[src/rtl/cdb_arbiter_pkg.sv]
// Shared types and helpers for the common data bus arbiter.
// The source encoding is what appears on cdb_src.
package cdb_arbiter_pkg;

    typedef enum logic {
        CDB_SRC_ALU = 1'b0,
        CDB_SRC_LS  = 1'b1
    } cdb_src_e;

    // Round-robin pick between two pending heads; the caller qualifies with "any pending".
    function automatic cdb_src_e rr_pick(input logic alu_pending, input logic ls_pending,
                                         input cdb_src_e last_grant);
        cdb_src_e pick;
        pick = CDB_SRC_ALU;
        if (alu_pending && ls_pending) begin
            pick = (last_grant == CDB_SRC_LS) ? CDB_SRC_ALU : CDB_SRC_LS;
        end else if (ls_pending) begin
            pick = CDB_SRC_LS;
        end
        return pick;
    endfunction

endpackage

[src/rtl/cdb_fifo.sv]
// Small per-source result FIFO with an extra pointer wrap bit to tell full from empty.
// The head is read combinationally so a pop can be broadcast on the same edge.
module cdb_fifo #(
    parameter int DEPTH = 4,
    parameter int WIDTH = 37
) (
    input  logic             clk,
    input  logic             rst_n,
    input  logic             en,
    input  logic             clr,
    input  logic             push,
    input  logic             pop,
    input  logic [WIDTH-1:0] din,
    output logic [WIDTH-1:0] dout,
    output logic             empty,
    output logic             full
);
    localparam int AW = $clog2(DEPTH);
    localparam logic [AW:0] PTR_ONE = 1;

    logic [AW:0]      wr_ptr_reg;
    logic [AW:0]      rd_ptr_reg;
    logic [WIDTH-1:0] mem [DEPTH];
    logic             do_push;
    logic             do_pop;

    assign empty   = (wr_ptr_reg == rd_ptr_reg);
    assign full    = (wr_ptr_reg[AW-1:0] == rd_ptr_reg[AW-1:0]) && (wr_ptr_reg[AW] != rd_ptr_reg[AW]);
    assign do_push = en && !clr && push && !full;
    assign do_pop  = en && !clr && pop && !empty;
    assign dout    = mem[rd_ptr_reg[AW-1:0]];

    always_ff @(posedge clk or negedge rst_n) begin
        if (!rst_n) begin
            wr_ptr_reg <= '0;
            rd_ptr_reg <= '0;
        end else if (en) begin
            if (clr) begin
                wr_ptr_reg <= '0;
                rd_ptr_reg <= '0;
            end else begin
                if (do_push) wr_ptr_reg <= wr_ptr_reg + PTR_ONE;
                if (do_pop)  rd_ptr_reg <= rd_ptr_reg + PTR_ONE;
            end
        end
    end

    // Storage needs no reset: only slots between the pointers are ever read.
    always_ff @(posedge clk) begin
        if (do_push) mem[wr_ptr_reg[AW-1:0]] <= din;
    end

endmodule

[src/rtl/cdb_arbiter.sv]
// Common data bus arbiter: buffers arithmetic and load/store results per source and
// broadcasts one registered entry per cycle, alternating sources under contention.
module cdb_arbiter
    import cdb_arbiter_pkg::*;
#(
    parameter int DEPTH    = 4,
    parameter int ROB_ID_W = 5,
    parameter int DATA_W   = 32
) (
    input  logic                clk,
    input  logic                rst_n,
    input  logic                rdy,
    input  logic                flush,
    input  logic                alu_valid,
    input  logic [ROB_ID_W-1:0] alu_rob_id,
    input  logic [DATA_W-1:0]   alu_result,
    output logic                alu_ready,
    input  logic                ls_valid,
    input  logic [ROB_ID_W-1:0] ls_rob_id,
    input  logic [DATA_W-1:0]   ls_result,
    output logic                ls_ready,
    output logic                cdb_valid,
    output logic [ROB_ID_W-1:0] cdb_rob_id,
    output logic [DATA_W-1:0]   cdb_result,
    output logic                cdb_src
);
    localparam int ENTRY_W = ROB_ID_W + DATA_W;

    // Index 0 is the arithmetic source, index 1 the load/store source.
    logic [1:0]         fifo_push;
    logic [1:0]         fifo_pop;
    logic [1:0]         fifo_empty;
    logic [1:0]         fifo_full;
    logic [ENTRY_W-1:0] fifo_din  [2];
    logic [ENTRY_W-1:0] fifo_dout [2];

    logic               grant_valid;
    cdb_src_e           grant_src;
    logic [ENTRY_W-1:0] grant_entry;

    logic                cdb_valid_reg;
    logic [ROB_ID_W-1:0] cdb_rob_id_reg;
    logic [DATA_W-1:0]   cdb_result_reg;
    cdb_src_e            cdb_src_reg;
    cdb_src_e            last_grant_reg;

    assign fifo_din[0] = {alu_rob_id, alu_result};
    assign fifo_din[1] = {ls_rob_id, ls_result};

    // Credit comes from registered occupancy only; a same-cycle pop frees nothing.
    assign alu_ready    = rdy && !fifo_full[0];
    assign ls_ready     = rdy && !fifo_full[1];
    assign fifo_push[0] = alu_valid && alu_ready;
    assign fifo_push[1] = ls_valid && ls_ready;

    genvar gi;
    generate
        for (gi = 0; gi < 2; gi++) begin : g_fifo
            cdb_fifo #(
                .DEPTH(DEPTH),
                .WIDTH(ENTRY_W)
            ) u_fifo (
                .clk  (clk),
                .rst_n(rst_n),
                .en   (rdy),
                .clr  (flush),
                .push (fifo_push[gi]),
                .pop  (fifo_pop[gi]),
                .din  (fifo_din[gi]),
                .dout (fifo_dout[gi]),
                .empty(fifo_empty[gi]),
                .full (fifo_full[gi])
            );
        end
    endgenerate

    always_comb begin
        grant_valid = !fifo_empty[0] || !fifo_empty[1];
        grant_src   = rr_pick(!fifo_empty[0], !fifo_empty[1], last_grant_reg);
        grant_entry = (grant_src == CDB_SRC_LS) ? fifo_dout[1] : fifo_dout[0];
        fifo_pop    = '0;
        if (rdy && !flush && grant_valid) begin
            if (grant_src == CDB_SRC_LS) fifo_pop[1] = 1'b1;
            else                         fifo_pop[0] = 1'b1;
        end
    end

    always_ff @(posedge clk or negedge rst_n) begin
        if (!rst_n) begin
            cdb_valid_reg  <= 1'b0;
            cdb_rob_id_reg <= '0;
            cdb_result_reg <= '0;
            cdb_src_reg    <= CDB_SRC_ALU;
            last_grant_reg <= CDB_SRC_LS;
        end else if (rdy) begin
            if (flush) begin
                cdb_valid_reg  <= 1'b0;
                last_grant_reg <= CDB_SRC_LS;
            end else if (grant_valid) begin
                cdb_valid_reg  <= 1'b1;
                cdb_rob_id_reg <= grant_entry[ENTRY_W-1:DATA_W];
                cdb_result_reg <= grant_entry[DATA_W-1:0];
                cdb_src_reg    <= grant_src;
                last_grant_reg <= grant_src;
            end else begin
                cdb_valid_reg <= 1'b0;
            end
        end
    end

    assign cdb_valid  = cdb_valid_reg;
    assign cdb_rob_id = cdb_rob_id_reg;
    assign cdb_result = cdb_result_reg;
    assign cdb_src    = cdb_src_reg;

endmodule

[config.mk]
export PLATFORM = sky130hd
export DESIGN_NAME = cdb_arbiter
export DESIGN_NICKNAME = d
export VERILOG_FILES = /design/src/rtl/cdb_arbiter_pkg.sv /design/src/rtl/cdb_fifo.sv /design/src/rtl/cdb_arbiter.sv
export SDC_FILE = /design/constraint.sdc
export NUM_CORES = 1
export LEC_CHECK = 0
export ABC_AREA = 1
export CORE_AREA = 4 4 185 169
export DETAILED_ROUTE_END_ITERATION = 7
export DIE_AREA = 0 0 189 173
export GPL_ROUTABILITY_DRIVEN = 0
export PLACE_DENSITY = 0.69
export SYNTH_ARGS = -nofsm -noshare
export SYNTH_HDL_FRONTEND = slang
export SYNTH_HIERARCHICAL = 1
export SYNTH_SLANG_ARGS = --single-unit
[constraint.sdc]
create_clock -name clk -period 4.9 [get_ports clk]
set_input_delay 0.735 -clock clk [delete_from_list [all_inputs] [get_ports clk]]
set_output_delay 0.735 -clock clk [all_outputs]
set_load 0.005 [all_outputs]
# Yosys cells after proc, flatten, opt, wreduce, memory -nomap -nowiden
# Memories as Yosys holds them, arrays and structs flattened.
# Cells that the tools add are included.
word_totals:
  ff_bits: 52
  mem_bits_rw: 296
  in_bits: 80
  output_inout_bits: 41
  word_cells: 79
  memories: 2
memory_table:
  columns: ["name", "depth", "width", "rd", "rd_ports_with_merged_regs", "write_ports", "line", "rtl"]
  rows:
  - ["g_fifo[0].u_fifo.mem", 4, 37, 1, 0, 1, "cdb_fifo.sv:23", "logic [WIDTH-1:0] mem [DEPTH];"]
  - ["g_fifo[1].u_fifo.mem", 4, 37, 1, 0, 1, "cdb_fifo.sv:23", null]
op_classes:
  add_sub_neg: 4
  eq_ne: 6
  muxes: 23
  bitwise_logic: 1
  n_reduce_logical: 34
ops:
  columns: ["operator", "n"]
  rows:
  - ["$mux 37", 1]
  - ["$mux 3", 8]
  - ["$logic_and 1x1->1", 17]
  - ["$mux 1", 13]
  - ["$add 3x1->3 const B", 4]
  - ["$reduce_and 2->1", 5]
  - ["$reduce_bool 2->1", 5]
  - ["$eq 3x3->1", 2]
  - ["$logic_not 1->1", 5]
  - ["$eq 2x2->1", 2]
  - ["$reduce_and 3->1", 1]
  - ["$mux 2", 1]
  - ["$ne 1x1->1", 2]
  - ["$logic_or 1x1->1", 1]
  - ["$not 1->1", 1]

# Depth between registers and ports, before layout
logic_depth:
  word_depth: 10
  depth_mapped: 18
  mapped_depth_nobuf: 17

# Cells and area by module
# The synthesis kept the hierarchy.
modules_own_cells:
  columns: ["mod", "n_inst", "cells_each", "area_each_um2", "seq_area_each_um2"]
  rows:
  - ["cdb_fifo", 2, 433, 5919.4, 4594.4]
  - ["cdb_arbiter", 1, 345, 2332.2, 1002.2]

# Worst setup path before layout
# Ideal clock, no wire load.
synth_timing:
  kind: "flip-flop to flip-flop"
  start: "register g_fifo[0].u_fifo.rd_ptr_reg[0]"
  end: "memory g_fifo[0].u_fifo.mem[3][0] (enable)"
  setup_time_ps: 431
  arrival_ps: 2879
  required_time_ps: 4469
  path_slack_ps: 1590
  stages_incl_launch_ff: 11
  n_path_buf: 1
  period_less_slack_ps: 3310
  path_cell_list: "dfrtp_1 > buf_6 > nand2_1 > nand2_1 > nand3_2 > inv_1 > nor3b_1 > inv_1 > nor2_1 > nand2_4 > nor2_1"
synth_via:
  elab_chain_cells: 9
synth_rtl:
  columns: ["item", "line", "rtl"]
  rows:
  - ["from (decl)", "cdb_fifo.sv:22", "logic [AW:0] rd_ptr_reg;"]
  - ["from (signal assigned)", "cdb_fifo.sv:43", "if (do_pop) rd_ptr_reg <= rd_ptr_reg + PTR_ONE;"]
  - ["$eq 2x2->1", "cdb_fifo.sv:28", "assign full = (wr_ptr_reg[AW-1:0] == rd_ptr_reg[AW-1:0]) && (wr_ptr_reg[AW] != rd_ptr_reg[AW]);"]
  - ["$logic_and 1x1->1", "cdb_fifo.sv:28", null]
  - ["net fifo_full[0]", "cdb_arbiter.sv:33", "logic [1:0] fifo_full;"]
  - ["$logic_not 1->1", "cdb_arbiter.sv:51", "assign alu_ready = rdy && !fifo_full[0];"]
  - ["$logic_and 1x1->1", "cdb_arbiter.sv:51", null]
  - ["$logic_and 1x1->1", "cdb_arbiter.sv:53", "assign fifo_push[0] = alu_valid && alu_ready;"]
  - ["net fifo_push[0]", "cdb_arbiter.sv:30", "logic [1:0] fifo_push;"]
  - ["$logic_and 1x1->1 (2 in a row)", "cdb_fifo.sv:29", "assign do_push = en && !clr && push && !full;"]
  - ["$mux 1", "cdb_fifo.sv:50", "if (do_push) mem[wr_ptr_reg[AW-1:0]] <= din;"]
  - ["$mux 1 (implied by the code)", "cdb_fifo.sv:50", null]
  - ["to (decl)", "cdb_fifo.sv:23", null]
# The timed path passes the listed nets, and every way through them passes these cells.

# Final worst setup path
layout_timing:
  start: "register g_fifo[0].u_fifo.rd_ptr_reg[1]"
  end: "register g_fifo[1].u_fifo.rd_ptr_reg[1]"
layout_via:
  elab_chain_cells: 10
  elab_cells_between_ends: 12
  classes_between: "eq/ne (1); mux (3); reduce/logical (8)"
layout_rtl:
  columns: ["item", "line", "rtl"]
  rows:
  - ["$eq 3x3->1 (*)", "cdb_fifo.sv:27", "assign empty = (wr_ptr_reg == rd_ptr_reg);"]
  - ["net fifo_empty[0]", "cdb_arbiter.sv:32", "logic [1:0] fifo_empty;"]
  - ["$logic_not 1->1 (*)", "cdb_arbiter.sv:78, cdb_arbiter.sv:79", null]
  - ["$logic_and 1x1->1", "cdb_arbiter_pkg.sv:15", "if (alu_pending && ls_pending) begin"]
  - ["$mux 1", "cdb_arbiter_pkg.sv:15", null]
  - ["$mux 1", "cdb_arbiter.sv:83", "if (grant_src == CDB_SRC_LS) fifo_pop[1] = 1'b1;"]
  - ["$mux 2 (*)", "cdb_arbiter.sv:82", "if (rdy && !flush && grant_valid) begin"]
  - ["net fifo_pop[1]", "cdb_arbiter.sv:31", "logic [1:0] fifo_pop;"]
  - ["$logic_and 1x1->1 (*) (2 in a row)", "cdb_fifo.sv:30", "assign do_pop = en && !clr && pop && !empty;"]
  - ["$reduce_bool 2->1 (no source line) (*)", null, null]
  - ["$reduce_and 2->1 (no source line) (*)", null, null]
  - ["to (signal assigned)", "cdb_fifo.sv:43", null]
  - ["to (decl)", "cdb_fifo.sv:22", null]
# The timed path passes the listed nets; every way through them passes the cells marked *.
# A chain may end at the register's enable or synchronous reset.

==> summary.txt <==
Clocking
  – Clock root cell: clkbuf_16
  – Post-cts resize count: 0
  – Clk buf depth: 3
  – Worst-path clk slew: 0.06 ns
  – Post-CTS Setup Inserts: 0
  – Hold-fix buffers, CTS: 0
  – Clk_lat worst skew: 0.51 ns
  – TritonCTS buffer count: 36
  – CTS tree: built
  – CTS H-Tree Depth: 2
  – Clock sinks: 348

Route
  – DRT Pass-1 Iters: 5
  – DR WL/cell: 18.0 µm
  – Initial DRC Count: 785
  – Vias per inst: 5.31
  – WL final: 31600 µm
  – DRC viols: 0
  – Vias: 9296
  – ANT nets after route: 0

Floorplan
  – Die Span Y: 173 µm
  – IO Pins: 121
  – Die area: 0.0327 mm²
  – CORE AREA: 0.0295 mm²
  – Die Wd: 189 µm
  – Initial Utilization: 0.480
  – Row count: 60

STA
  – Final setup margin: 1.30 ns
  – Final Hold Fails: 0
  – Fmax: 0.278 GHz
  – Clock Skew: 0.0178 ns
  – Actual slew at the worst max-slew pin: 0.766 ns
  – Slew Limit Fails: 0
  – Slew headroom: 0.489
  – Fin crit period: 3.60 ns
  – Unrepaired setup endpoints after global routing: no
  – Final period utilization: 0.734
  – Fin Setup TNS: 0 ns
  – # setup viols final: 0

GRT
  – Largest net degree at the start of global routing: 77
  – GRT Overall Usage: 0.190
  – Vias in the first global route: 9180
  – Initial antenna violation count: 0
  – First-pass GRT wire length: 49400 µm
  – Grt total ovfl: 0

Logic synthesis
  – Dominant synthesized flop cell: edfxtp_1
  – Synthesized area: 0.0142 mm²
  – Cell with the most instances after synthesis: edfxtp_1
  – Area leader, netlist: edfxtp_1
  – Synth Instances: 1211
  – Mean area per synthesized cell: 11.7 µm²
  – Number of synthesized flops with an enable pin: 296
  – FF+latch count, synth: 348
  – Yosys Warn Count: 6
  – Sequential-to-total area share from yosys stat: 0.719
  – Unique masters post-synth: 25
  – Synth cell count leaders: 296 x edfxtp_1, 182 x nand2_1, 169 x nor2_1, 142 x o21ai_0, 111 x inv_1
  – Post-synth top area share: 0.627
  – Asr flop ratio synth: 0.149
  – Area contributors post-synth: edfxtp_1 63%, dfrtp_1 9.0%, o21ai_0 5.0%
  – Mapped Nets: 1301

Min path
  – HP Class: input pin to async pin

Critical path
  – Critical Path Fanout Max: 41
  – CP startpoint kind: flip-flop
  – WP data required: 5.30 ns
  – Reg2reg path depth: 18
  – Setup CP Type: flip-flop to flip-flop
  – Setup crit end kind: flip-flop
  – CP Launch Point: g_fifo[0].u_fifo/rd_ptr_reg[1]
  – WP data arrival: 3.99 ns
  – R2r setup slk: 1.30 ns
  – Reg2reg start: g_fifo[0].u_fifo/rd_ptr_reg[1]
  – RR Endpoint: g_fifo[1].u_fifo/rd_ptr_reg[1]

Job
  – Number of max-cap violations: 0

Power
  – Pleak: 0.00651 µW
  – Power per Cell Area: 412 mW/mm²
  – Total power: 6970 µW
  – VDD IR-drop max: 305 µV

Finish
  – Diode count: 0
  – Area growth syn-to-layout: 19.3%
  – Max reg flops: 296
  – Proportion of layout cells with a drive suffix above 1: 0.0764
  – Layout Nets: 1412
  – Fill cells: 2382

Place
  – IO buf count: 120
  – Detailed Place HPWL: 19200 µm
  – Pre-CTS setup slack: 1.40 ns

Status
  – Status: finished clean
## kinds of logic (layout without fill, tap and decap cells)
kind of cell,after synthesis,count (layout),synth area share
simple gates,445,445,0.129
compound gates,224,224,0.0856
fa+ha+maj,10,10,0.00883
flops,348,348,0.719
buf+inv,182,320,0.0562
xor+xnor,2,2,0.00124
## power breakdown
part,total (µW),internal (µW),switching [µW]
clock network,2720,1630,1090
registers,3500,3370,124
logic,748,387,360
## cells in the final DEF, fill, tap and decap left out, types with 4 or more instances in the layout
| cell type | n |
|---|---|
| clkbuf_16 | 36 |
| clkbuf_1 | 9 |
| o21ai_0 | 142 |
| inv_2 | 5 |
| dfrtp_1 | 49 |
| nand3_1 | 79 |
| nand2_2 | 7 |
| o22ai_1 | 74 |
| edfxtp_1 | 296 |
| clkinv_2 | 5 |
| ha_1 | 10 |
| clkdlybuf4s50_1 | 119 |
| bufinv_16 | 5 |
| nand2_1 | 182 |
| inv_1 | 109 |
| o21ai_1 | 6 |
| nor2_1 | 161 |
| clkinv_1 | 4 |
| nor2_4 | 8 |
| buf_4 | 21 |
## worst max path at each step
stage                                     end
6_report       g_fifo[1].u_fifo/rd_ptr_reg[1]
5_1_grt        g_fifo[1].u_fifo/rd_ptr_reg[1]
4_1_cts        g_fifo[1].u_fifo/rd_ptr_reg[1]
3_5_place_dp   g_fifo[1].u_fifo/rd_ptr_reg[1]
3_3_place_gp      g_fifo[1].u_fifo/mem[1][22]
2_1_floorplan      g_fifo[0].u_fifo/mem[3][0]
## metrics by stage
| step | utilization | instance area [µm²] | cells | hold slack (ns) |
|---|---|---|---|---|
| floorplan | - | 14200 | 1211 | 0.439 |
| global placement | 0.533 | 15700 | 1687 | 0.465 |
| detailed placement | 0.533 | 15700 | 1687 | 0.470 |
| CTS | 0.573 | 16900 | 1752 | 0.362 |
| global route | 0.573 | 16900 | 1752 | 0.396 |
| finish | 0.573 | 16900 | 1752 | 0.344 |
## area by class of cell
cell class,count,area [µm²],area share
tap,403,504,0.0298
clock inverter,20,249,0.0147
multi-input combinational,681,3240,0.192
clock buffer,45,935,0.0553
inverter,114,428,0.0253
timing repair buffer,141,1350,0.0801
sequential,348,10200,0.603
## worst max-delay path, cell delays in order (launching register included)
cell     delay [ns]
dfrtp_1        0.36
buf_4          0.26
inv_1          0.11
buf_4          0.35
nand2_1        0.09
nand2_1        0.11
nand3_1        0.09
inv_1          0.11
inv_2          0.04
nand2_2        0.47
nand2_2        0.60
nor2_1         0.25
inv_1          0.06
nor2_1         0.10
nand2_1        0.09
nand2_1        0.09
nand2_1        0.10
nand2_1        0.09
nand2_1        0.06
## metal layers
layer  wire (µm)  vias up  global-route usage
li1            -     4412                   -
met1       13900     4557               0.269
met2       15300      286               0.308
met3        1770       41              0.0327
met4         638        0              0.0507
met5           0        -                   0
(Power assumes the default switching activity.)
